**src/rtl/cpu_pkg.sv**
```systemverilog
// Shared definitions for the multi-cycle CPU: FSM states, opcode map and
// flag bit positions within the {negative, overflow, carry, zero} vector.
package cpu_pkg;

    typedef enum logic [2:0] {
        F0   = 3'd0,
        F1   = 3'd1,
        F2   = 3'd2,
        F3   = 3'd3,
        EX   = 3'd4,
        HALT = 3'd5
    } state_t;

    localparam logic [3:0] ALU_ADD = 4'd0;
    localparam logic [3:0] ALU_SUB = 4'd1;
    localparam logic [3:0] ALU_AND = 4'd2;
    localparam logic [3:0] ALU_OR  = 4'd3;
    localparam logic [3:0] ALU_XOR = 4'd4;
    localparam logic [3:0] ALU_NOT = 4'd5;
    localparam logic [3:0] ALU_SHL = 4'd6;
    localparam logic [3:0] ALU_SHR = 4'd7;

    localparam logic [6:0] OP_LDI  = 7'h10;
    localparam logic [6:0] OP_JMP  = 7'h20;
    localparam logic [6:0] OP_JZ   = 7'h21;
    localparam logic [6:0] OP_HALT = 7'h7F;

    localparam int FLAG_Z = 0;
    localparam int FLAG_C = 1;
    localparam int FLAG_V = 2;
    localparam int FLAG_N = 3;

endpackage

```
**src/rtl/alu_param.sv**
```systemverilog
// Combinational ALU: eight operations plus pass-b, producing the result and
// the {negative, overflow, carry, zero} flag vector.
module alu_param
    import cpu_pkg::*;
#(
    parameter int DATA_W = 8
) (
    input  logic [DATA_W-1:0] a,
    input  logic [DATA_W-1:0] b,
    input  logic [3:0]        op,
    output logic [DATA_W-1:0] result,
    output logic [3:0]        flags
);

    localparam int MSB = DATA_W - 1;

    logic [DATA_W:0] sum;
    logic [DATA_W:0] diff;
    logic            carry;
    logic            ovf;

    assign sum  = {1'b0, a} + {1'b0, b};
    // The extra top bit of the difference is the borrow out of the subtraction.
    assign diff = {1'b0, a} - {1'b0, b};

    always_comb begin
        result = b;
        carry  = 1'b0;
        ovf    = 1'b0;
        case (op)
            ALU_ADD: begin
                result = sum[DATA_W-1:0];
                carry  = sum[DATA_W];
                ovf    = (a[MSB] == b[MSB]) && (sum[MSB] != a[MSB]);
            end
            ALU_SUB: begin
                result = diff[DATA_W-1:0];
                carry  = diff[DATA_W];
                ovf    = (a[MSB] != b[MSB]) && (diff[MSB] != a[MSB]);
            end
            ALU_AND: result = a & b;
            ALU_OR:  result = a | b;
            ALU_XOR: result = a ^ b;
            ALU_NOT: result = ~a;
            ALU_SHL: begin
                result = {a[DATA_W-2:0], 1'b0};
                carry  = a[MSB];
            end
            ALU_SHR: begin
                result = {1'b0, a[DATA_W-1:1]};
                carry  = a[0];
            end
            default: result = b;
        endcase
    end

    always_comb begin
        flags         = 4'b0000;
        flags[FLAG_Z] = (result == '0);
        flags[FLAG_C] = carry;
        flags[FLAG_V] = ovf;
        flags[FLAG_N] = result[MSB];
    end

endmodule

```
**src/rtl/cpu_multicycle.sv**
```systemverilog
// Multi-cycle CPU core: fetches 2- or 4-byte instructions one byte per
// handshake, then executes ALU, load-immediate, jump and halt in one EX cycle.
module cpu_multicycle
    import cpu_pkg::*;
#(
    parameter int                DATA_W    = 8,
    parameter int                ADDR_W    = 16,
    parameter logic [ADDR_W-1:0] RESET_VEC = '0
) (
    input  logic              clk,
    input  logic              reset,
    output logic [ADDR_W-1:0] mem_addr,
    output logic              mem_rd,
    input  logic [7:0]        mem_rdata,
    input  logic              mem_rvalid,
    output logic [ADDR_W-1:0] pc,
    output logic [3:0]        flags,
    output logic              halted,
    output logic              illegal,
    output logic [2:0]        dbg_state
);

    // Memory read handshake: a byte transfers on any cycle where mem_rd and
    // mem_rvalid are both high (rvalid may arrive in the same cycle as rd).
    // While mem_rd is high without rvalid, mem_addr holds steady; rvalid
    // outside a request is ignored.

    state_t            state;
    logic              fetch_q;
    logic [ADDR_W-1:0] addr_q;
    logic [7:0]        b0, b1, b2, b3;
    logic [DATA_W-1:0] regs [8];

    logic              is_ext;
    logic [6:0]        op;
    logic [2:0]        rs1, rs2, rd;
    logic [DATA_W-1:0] imm;
    logic [ADDR_W-1:0] target;
    logic [ADDR_W-1:0] pc_len;
    logic [ADDR_W-1:0] next_pc;
    logic              do_alu, do_ldi, do_jmp, do_jz, do_halt, bad_op;
    logic [DATA_W-1:0] alu_b;
    logic [DATA_W-1:0] alu_result;
    logic [3:0]        alu_flags;

    // A pending request is dropped combinationally so mem_rd is low in the
    // very cycle reset is asserted.
    assign mem_rd    = fetch_q && !reset;
    assign mem_addr  = addr_q;
    assign dbg_state = state;

    assign is_ext = b0[7];
    assign op     = b0[6:0];
    assign rs1    = b1[7:5];
    assign rs2    = b1[4:2];
    assign rd     = is_ext ? b2[2:0] : {1'b0, b1[1:0]};
    assign imm    = DATA_W'(b3);
    assign target = ADDR_W'({b2, b3});
    assign pc_len = pc + (is_ext ? ADDR_W'(4) : ADDR_W'(2));

    assign do_alu  = (op[6:4] == 3'b000);
    assign do_ldi  = is_ext && (op == OP_LDI);
    assign do_jmp  = is_ext && (op == OP_JMP);
    assign do_jz   = is_ext && (op == OP_JZ);
    assign do_halt = (op == OP_HALT);
    assign bad_op  = !(do_alu || do_ldi || do_jmp || do_jz || do_halt);

    // A halted core keeps pc on the HALT instruction itself.
    assign next_pc = do_jmp                   ? target :
                     (do_jz && flags[FLAG_Z]) ? target :
                     do_halt                  ? pc     : pc_len;

    assign alu_b = is_ext ? imm : regs[rs2];

    alu_param #(.DATA_W(DATA_W)) u_alu (
        .a      (regs[rs1]),
        .b      (alu_b),
        .op     (op[3:0]),
        .result (alu_result),
        .flags  (alu_flags)
    );

    always_ff @(posedge clk) begin
        if (reset) begin
            state   <= F0;
            pc      <= RESET_VEC;
            flags   <= 4'b0000;
            halted  <= 1'b0;
            illegal <= 1'b0;
            fetch_q <= 1'b1;
            addr_q  <= RESET_VEC;
            for (int i = 0; i < 8; i++) begin
                regs[i] <= '0;
            end
        end else begin
            case (state)
                F0: if (mem_rvalid) begin
                    b0     <= mem_rdata;
                    addr_q <= pc + ADDR_W'(1);
                    state  <= F1;
                end
                F1: if (mem_rvalid) begin
                    b1 <= mem_rdata;
                    if (b0[7]) begin
                        addr_q <= pc + ADDR_W'(2);
                        state  <= F2;
                    end else begin
                        fetch_q <= 1'b0;
                        state   <= EX;
                    end
                end
                F2: if (mem_rvalid) begin
                    b2     <= mem_rdata;
                    addr_q <= pc + ADDR_W'(3);
                    state  <= F3;
                end
                F3: if (mem_rvalid) begin
                    b3      <= mem_rdata;
                    fetch_q <= 1'b0;
                    state   <= EX;
                end
                EX: begin
                    pc <= next_pc;
                    if (do_alu) begin
                        regs[rd] <= alu_result;
                        flags    <= alu_flags;
                    end else if (do_ldi) begin
                        regs[rd] <= imm;
                    end
                    if (bad_op) begin
                        illegal <= 1'b1;
                    end
                    if (do_halt) begin
                        halted <= 1'b1;
                        state  <= HALT;
                    end else begin
                        fetch_q <= 1'b1;
                        addr_q  <= next_pc;
                        state   <= F0;
                    end
                end
                HALT: state <= HALT;
                default: begin
                    fetch_q <= 1'b1;
                    addr_q  <= pc;
                    state   <= F0;
                end
            endcase
        end
    end

endmodule

```
**config.mk**
```make
export PLATFORM = sky130hd
export DESIGN_NAME = cpu_multicycle
export DESIGN_NICKNAME = d
export VERILOG_FILES = /design/src/rtl/cpu_pkg.sv /design/src/rtl/alu_param.sv /design/src/rtl/cpu_multicycle.sv
export SDC_FILE = /design/constraint.sdc
export NUM_CORES = 1
export LEC_CHECK = 0
export CAP_MARGIN = 30
export CORE_MARGIN = 2
export CORE_UTILIZATION = 35
export DETAILED_ROUTE_END_ITERATION = 16
export SYNTH_ARGS = -nofsm -noshare
export SYNTH_HDL_FRONTEND = slang
export SYNTH_SLANG_ARGS = --single-unit
```
**constraint.sdc**
```tcl
create_clock -name clk -period 9.4 [get_ports clk]
set_input_delay 0.94 -clock clk [delete_from_list [all_inputs] [get_ports clk]]
set_output_delay 0.94 -clock clk [all_outputs]
set_load 0.02 [all_outputs]
```
==> results of run 1 <==
## synth_stat cells (3+ instances only)
cell type	instances
nand2b_1	17
xor2_1	5
o311a_1	3
a2111oi_0	4
nand2_1	67
mux2_2	12
o211ai_1	13
buf_1	6
a21o_1	5
buf_2	9
or2_1	3
fa_1	4
o21a_1	3
a21oi_1	78
a311oi_1	7
buf_6	3
a221oi_1	5
mux2i_1	30
or3_1	9
nand3_1	21
nand4_1	11
o21ai_1	4
and2_1	3
o21ai_0	43
a21boi_0	3
nor3b_1	4
a31oi_1	11
edfxtp_1	96
clkbuf_1	44
nor2b_1	13
inv_1	32
nor2_1	154
a211oi_1	11
o21bai_1	3
nand3b_1	5
nor3_1	24
o22ai_1	7
a22oi_1	7
ha_1	29
dfxtp_1	48
and3_1	6
mux4_2	26
o221ai_1	7
xnor2_1	14
## registers in the layout (all words and copies together), names as in the netlist, named ones only
name and count:
regs 64, mem_addr 16, pc 16, b0 8
b1 8, b2 8, b3 8, flags 4
dbg_state 3, fetch_q 1, halted 1, illegal 1
## worst max-delay path by stage
stage	from	endpoint	slack (ps)	cells past startpoint
global placement	flop	regs[4][5]$_SDFFCE_PN0P_	4290	14
finish	flop	regs[1][5]$_SDFFCE_PN0P_	4540	14
global route	flop	regs[1][5]$_SDFFCE_PN0P_	4050	14
CTS	flop	regs[1][5]$_SDFFCE_PN0P_	4570	14
detailed placement	flop	regs[1][5]$_SDFFCE_PN0P_	4600	14
floorplan	flop	regs[0][5]$_SDFFCE_PN0P_	5470	16
## cell type report
type                    count  area, µm²  share of cell area
multi-input cells         699       4740               0.458
clock inverters            12        100             0.00967
inverters                  35        131              0.0127
clock buffers              20        457              0.0441
flip-flops and latches    144       3840               0.371
well taps                 330        413              0.0399
repair buffers             65        661              0.0638
## worst register-to-register path: cells and delay by family, from the launching register on
family	cells	cell delay, ps
mux	3	1250
flops	1	840
compound gates	7	1830
fa+ha+maj	1	390
xor+xnor	1	90
simple gates	2	160
## power by group through the flow
stage	logic, W	registers (W)	clock network (W)
after global routing	0.000259	0.000719	0.000674
after CTS	0.000235	0.000716	0.000649
final	0.000237	0.000716	0.000647
after floorplan	0.000162	0.000725	0
after global placement	0.000229	0.000731	0
after detailed placement	0.000234	0.000730	0
## routing by layer
metal  GRT usage  share of wire
met2       0.312           0.47
met5           0              0
met3      0.0288          0.054
met1       0.273           0.46
met4      0.0558          0.017
## per-stage QoR
stage / worst slack (ps) / power, W / utilization / cells / instance area, µm²
floorplan: 5470 / 0.000887 / - / 942 / 9000
global placement: 4290 / 0.000961 / 0.386 / 1270 / 9720
detailed placement: 4600 / 0.000963 / 0.388 / 1272 / 9760
CTS: 4570 / 0.00160 / 0.410 / 1304 / 10300
global route: 4050 / 0.00165 / 0.411 / 1305 / 10300
finish: 4540 / 0.00160 / 0.411 / 1305 / 10300
## cell families after synthesis
group	Yosys count	synth area share
flip-flops	144	0.427
AO/OA/AOI/OAI	232	0.166
XOR/XNOR	19	0.0185
adder cells (fa/ha/maj)	33	0.0492
multiplexers	71	0.119
buffers and inverters	99	0.0459
AND/OR/NAND/NOR	344	0.174
==> results summary, run 1 <==
The nature of the critical path startpoint is a flop. The first-pass iteration count of the detailed router came out at 5. The proportion of power drawn by flip-flops and latches is 0.448. The critical path goes through mux4_2, mux2i_1, nor2_1, a21oi_1, ha_1, a211oi_1, o21ai_0, a21oi_1, xnor2_1, a211oi_1, o21ai_0, a21boi_0, mux2i_1, nor2_1.

Ranked by total cell area, the synthesized netlist is headed by edfxtp_1, dfxtp_1, mux4_2, nor2_1, a21oi_1. The tightest hold margin is 453 ps. The count of buffering cells on the critical path with inverters included came out at 0.

The fraction of layout instances using a drive strength above 1 came out at 0.0985. The total global routing track utilization is 0.194. The hold violation count in the final report is 0. Gates resized during post-CTS repair numbered 0.

The number of pins with negative max-slew slack in the final report was 0. The final setup violation count came out at 0. The post-CTS setup-driven buffer insertion count is 0. The power per cell area is 155 nW/µm². Along the worst hold path, the cell count comes to 2. The via count of the first global-routing pass came out at 7006. The average cell area after synthesis is 9.55 µm². The number of different library cells used by synthesis comes to 68. After routing, the total negative slack on setup checks comes to 0 ps. The share of total power dissipated in combinational logic is 0.148.

The internal reg-to-reg setup slack is 4540 ps. The max-capacitance violation count came out at 0. Counting every instance in the synthesized netlist gives 942. STA puts the critical path data required time at 9550 ps.

The smallest clock period supported by the final layout is computed as 4860 ps. The type of the setup path with the least slack is reg -> reg. The largest individual stage delay along the critical path comes from the cell dfxtp_1. Setup repair after global routing left no endpoint under its margin. Using the TritonRoute via totals, the vias-per-cell ratio works out to 5.69. The horizontal die dimension is 164 µm. The count of pins on the block boundary is 53. The wire length per cell after detailed routing came out at 19.8 µm. The flow ran to the end, and the final reports show no timing, DRC or antenna violations. The most common flop cell mapped by yosys is edfxtp_1. The clock transition at the registers of the reported paths came out at 70 ps. The number of buffers between clock root and the deepest sink is 2. In this run the static leakage power is 3.66 nW. The worst setup path is captured at a flop. The detailed placement HPWL is 18.2 mm. TritonCTS built the clock tree. The kind of cell adding the most delay to the critical path is compound AO/OA/AOI/OAI gates. The pin count of the biggest net entering global routing came out at 56.

The count of synthesis-stage warnings from yosys is 0. The number of synthesized register bits is 144. The synthesized netlist net count came out at 986. The weighted congestion at the end of routability-driven global placement came out at 0.870. Leaving out fill and tap cells, the most frequent cells in the layout are nor2_1, edfxtp_1, a21oi_1, nand2_1, clkdlybuf4s50_1. The actual transition at the worst max-transition pin came out at 910 ps. The endpoint arrival time on the critical path is 5000 ps. The growth of design area from synthesis to finish is 15.0%. The library cell used most frequently in the layout, excluding fill and tap cells, is nor2_1. The clock reaches the later pin of the worst-skew pair after 430 ps. The final setup skew is 11.7 ps. The min-delay analysis places its worst path in the category reg -> reg. The number of buffers inserted during clock tree synthesis came out at 17. The final net count is 1006.

In this run, synthesis inferred 96 flip-flops with an integrated enable. The total inserted antenna cells came out at 0. The number of cells on the worst reg-to-reg path is 14. The worst register-to-register path ends at regs[1][5]$_SDFFCE_PN0P_. The relative max-transition margin is 0.393.

In this run the most critical hold path is launched from mem_addr[2]$_SDFFE_PP0P_. For hold timing, the worst endpoint is mem_addr[2]$_SDFFE_PP0P_. After synthesis, the share of flip-flops with an asynchronous set or reset is 0. The maximum clock frequency came out at 0.206 GHz. Of the total power, the share spent switching nets is 0.284. The number of design rule violations left after detail routing came out at 0.

The hold-fix buffer count after cts is 0. The part of the total power dissipated in the clock network came out at 0.404. The die area is 27000 µm².

The number of fillers in the final layout came out at 2423. In this run the vertical extent of the chip is 164 µm. The TritonCTS sink count is 144.

The count of port buffers added during placement came out at 52. The top cell type's share of synthesized area came out at 0.320. The effective utilization at floorplan came out at 0.357.

The internal power component is 0.00115 W. The routed layout has 7430 vias. The aggregate routed wire length came out at 25.8 mm.

The global-route wire length before repair came out at 40.2 mm. The largest total area in the synthesized netlist belongs to edfxtp_1. The floorplan row count is 58. The maximum fanout along the worst path is 16.

The violation count after the first detailed-routing iteration is 736. VDD sags by at most 0.000127 V. The net switching power figure is 0.000454 W. The share of synthesized area occupied by flip-flops and latches is 0.427. The number of antenna violations at the first check in global routing came out at 0. The area inside the core boundary is 25200 µm². The number of levels in the clock H-tree came out at 4. The overall overflow remaining after global route came out at 0. Clock tree synthesis selected as its root buffer the cell clkbuf_16. The longest individual stage delay on the worst path came out at 840 ps. The netlist area before placement came out at 9000 µm². In the finished design, the share of the clock period the worst path needs comes to 0.517. Once detail routing completed, the nets flagged for antenna violations numbered 0.
Power figures use the tool's default switching activity.
==> run 2: changes to the inputs <==
clock period = 4.6 ns   (was 9.4 ns; I/O delays follow)
==> results summary, run 2 (synthesis gave the netlist of run 1 again) <==
CTS placed an instance of clkbuf_16 at the clock tree root. The post-CTS setup-driven buffer insertion count is 0. The repair_antennas step left the layout with diodes totalling 0. The register area is 3840 µm². In the global route stage, overall resource usage came out at 0.194. The count of buffering cells on the critical path with inverters included is 1. The number of antenna violations at the first check in global routing is 0. Measured on the finished design, the core utilization comes to 0.415.

For the pin with the worst max-slew slack, the measured transition is 958 ps. The pin count of the biggest net entering global routing is 55. The longest individual stage delay on the worst path came out at 690 ps. For this run, the detailed router's first-pass iteration total came to 5. In this run the worst setup path terminates at regs[5][7]$_SDFFCE_PN0P_.

The endpoint arrival time on the critical path came out at 4380 ps. The growth of design area from synthesis to finish is 16.3%. Max-cap violations in this run came to 0. The count of placed standard cells including taps came out at 1289. The detailed placement HPWL came out at 19.3 mm. The worst-path cell with the longest stage delay is dfxtp_1. The final setup skew came out at 12.4 ps.

Setup repair after global routing left no endpoint under its margin. Row generation in the floorplan step produced 58 rows. The kind of cell with the highest combined delay along the critical path is compound AO/OA/AOI/OAI gates.

The relative max-transition margin came out at 0.361. The overall via count from detail_route is 7447. The fraction of layout instances using a drive strength above 1 is 0.110. The clock transition at the registers of the reported paths is 60 ps. The count of port buffers added during placement is 52. Final hold analysis gives a worst-case slack of 450 ps.

The TritonCTS sink count is 144. After filler insertion, the fill cell instance count of the layout stands at 2403. The floorplan step defined a die boundary enclosing 27000 µm². The hold-fix buffer count after cts is 0. The final setup violation count came out at 0.

The via count of the first global-routing pass came to 7089. The maximum fanout along the worst path came out at 14. The initial utilization of the core area, before any placement, comes to 0.357. The number of levels in the clock H-tree is 4. The flow ran to the end, and the final reports show no timing, DRC or antenna violations. In this run the most critical hold path is launched from mem_addr[1]$_SDFFE_PP0P_. The worst hold path belongs to the class reg -> reg. The critical path crosses 14 cells after its start point. In this run the critical register-to-register path is captured at regs[5][7]$_SDFFCE_PN0P_. The hold violation count in the final report came out at 0. At the worst endpoint, the required time is 4750 ps.

Leaving out fill and tap cells, the most frequent cell in the layout is nor2_1. The area of the multi-input gates came out at 4750 µm². The type of the setup path with the least slack is reg -> reg.

For this run, the number of standard cells in the final layout without fillers is 1321. TritonCTS built the clock tree. The internal reg-to-reg setup slack is 370 ps. At the end of routability-driven placement, the weighted congestion stood at 0.885. The worst vdd rail ir drop is 0.000263 V. The wire length per cell after detailed routing is 19.4 µm. The number of design rule violations left after detail routing came out at 0. The number of pins with negative max-slew slack in the final report is 0. The number of buffers between clock root and the deepest sink is 2.

The final total power is 0.00329 W. The total overflow left after global routing is 0. The reported leakage power is 3.74 nW. 53 I/O pins were placed.

In this run the vertical extent of the chip is 164 µm. The number of buffers inserted during clock tree synthesis is 17. Based on the critical path, the design can be clocked at up to 0.236 GHz.

The area inside the core boundary came out at 25200 µm². The cell that appears most often on the critical path is nor2_1. The antenna violation net count after detailed routing came out at 0. The setup total negative slack is 0 ps. The via density per instance is 5.64. The register with the most flip-flops in the layout has 64 of them. The detailed router finished its first iteration with 672 violations. The horizontal die dimension came out at 164 µm. STA classifies the critical path startpoint as a flop.

The final net count came out at 1023. The minimum clock period came out at 4230 ps. The first global-routing pass estimated 40.7 mm of wire.

The insertion delay of the later-clocked pin in the worst-skew pair came out at 420 ps. The worst reg2reg path depth is 14. Traced cell by cell, the critical path runs through mux4_2, mux2i_1, nor2_1, a21oi_1, inv_1, ha_1, a211oi_1, o21ai_0, a31oi_1, xnor2_1, nand2_1, a32oi_1, mux2i_2, nor2_1. In the layout the commonest cells are nor2_1, edfxtp_1, a21oi_1, nand2_1, clkdlybuf4s50_1.

The share of the clock period used by the worst path is 0.919. The category of the worst setup path capture point is a flop. The aggregate routed wire length came out at 25.7 mm. The register with the most flip-flops in the final layout is regs. The power per cell area is 315 nW/µm².
run 2: worst min path at each step:
stage,endpoint,slack (ps),cells after the start
2_1_floorplan,fetch_q$_SDFFE_PP1P_,420,2
3_3_place_gp,fetch_q$_SDFFE_PP1P_,440,2
3_5_place_dp,fetch_q$_SDFFE_PP1P_,440,2
4_1_cts,mem_addr[1]$_SDFFE_PP0P_,460,2
5_1_grt,mem_addr[1]$_SDFFE_PP0P_,480,2
6_report,mem_addr[1]$_SDFFE_PP0P_,450,2
run 2: cell type report:
cell class / count / area share
well taps: 330 / 0.0395
multi-input cells: 699 / 0.454
clock inverters: 13 / 0.0116
inverters: 35 / 0.0126
repair buffers: 82 / 0.0739
clock buffers: 18 / 0.0410
flip-flops and latches: 144 / 0.368
run 2: power breakdown:
| group | switching [W] | leakage [nW] | internal (W) |
|---|---|---|---|
| registers | 0.0000419 | 1.35 | 0.00142 |
| logic | 0.000294 | 2.13 | 0.000205 |
| clock network | 0.000543 | 0.262 | 0.000785 |
| total | 0.000879 | 3.74 | 0.00241 |
run 2: routing by layer:
metal  GRT usage  routed length [µm]  vias up
met5           0                   0        -
met4      0.0510                 292        0
met3      0.0230                1490       22
met2       0.302               11800      246
met1       0.287               12100     3635
li1            -                   -     3544
run 2: stage by stage:
stage / worst slack [ps] / area, µm²
2_1_floorplan: 675 / 9000
3_3_place_gp: 366 / 9880
3_5_place_dp: 254 / 9880
4_1_cts: 238 / 10400
5_1_grt: 71.7 / 10500
6_report: 371 / 10500
run 2: timing repair:
action	4_1_cts	5_1_grt
gates resized for setup	0	1
hold endpoints to repair	0	0
setup endpoints to repair	0	8
run 2: worst register-to-register path: cells and delay by family (launching register included):
kind	cells	cell delay [ps]
AO/OA/AOI/OAI	5	1420
buffers and inverters	1	110
XOR/XNOR	1	110
multiplexers	3	1140
AND/OR/NAND/NOR	3	250
flip-flops	1	690
adder cells (fa/ha/maj)	1	260
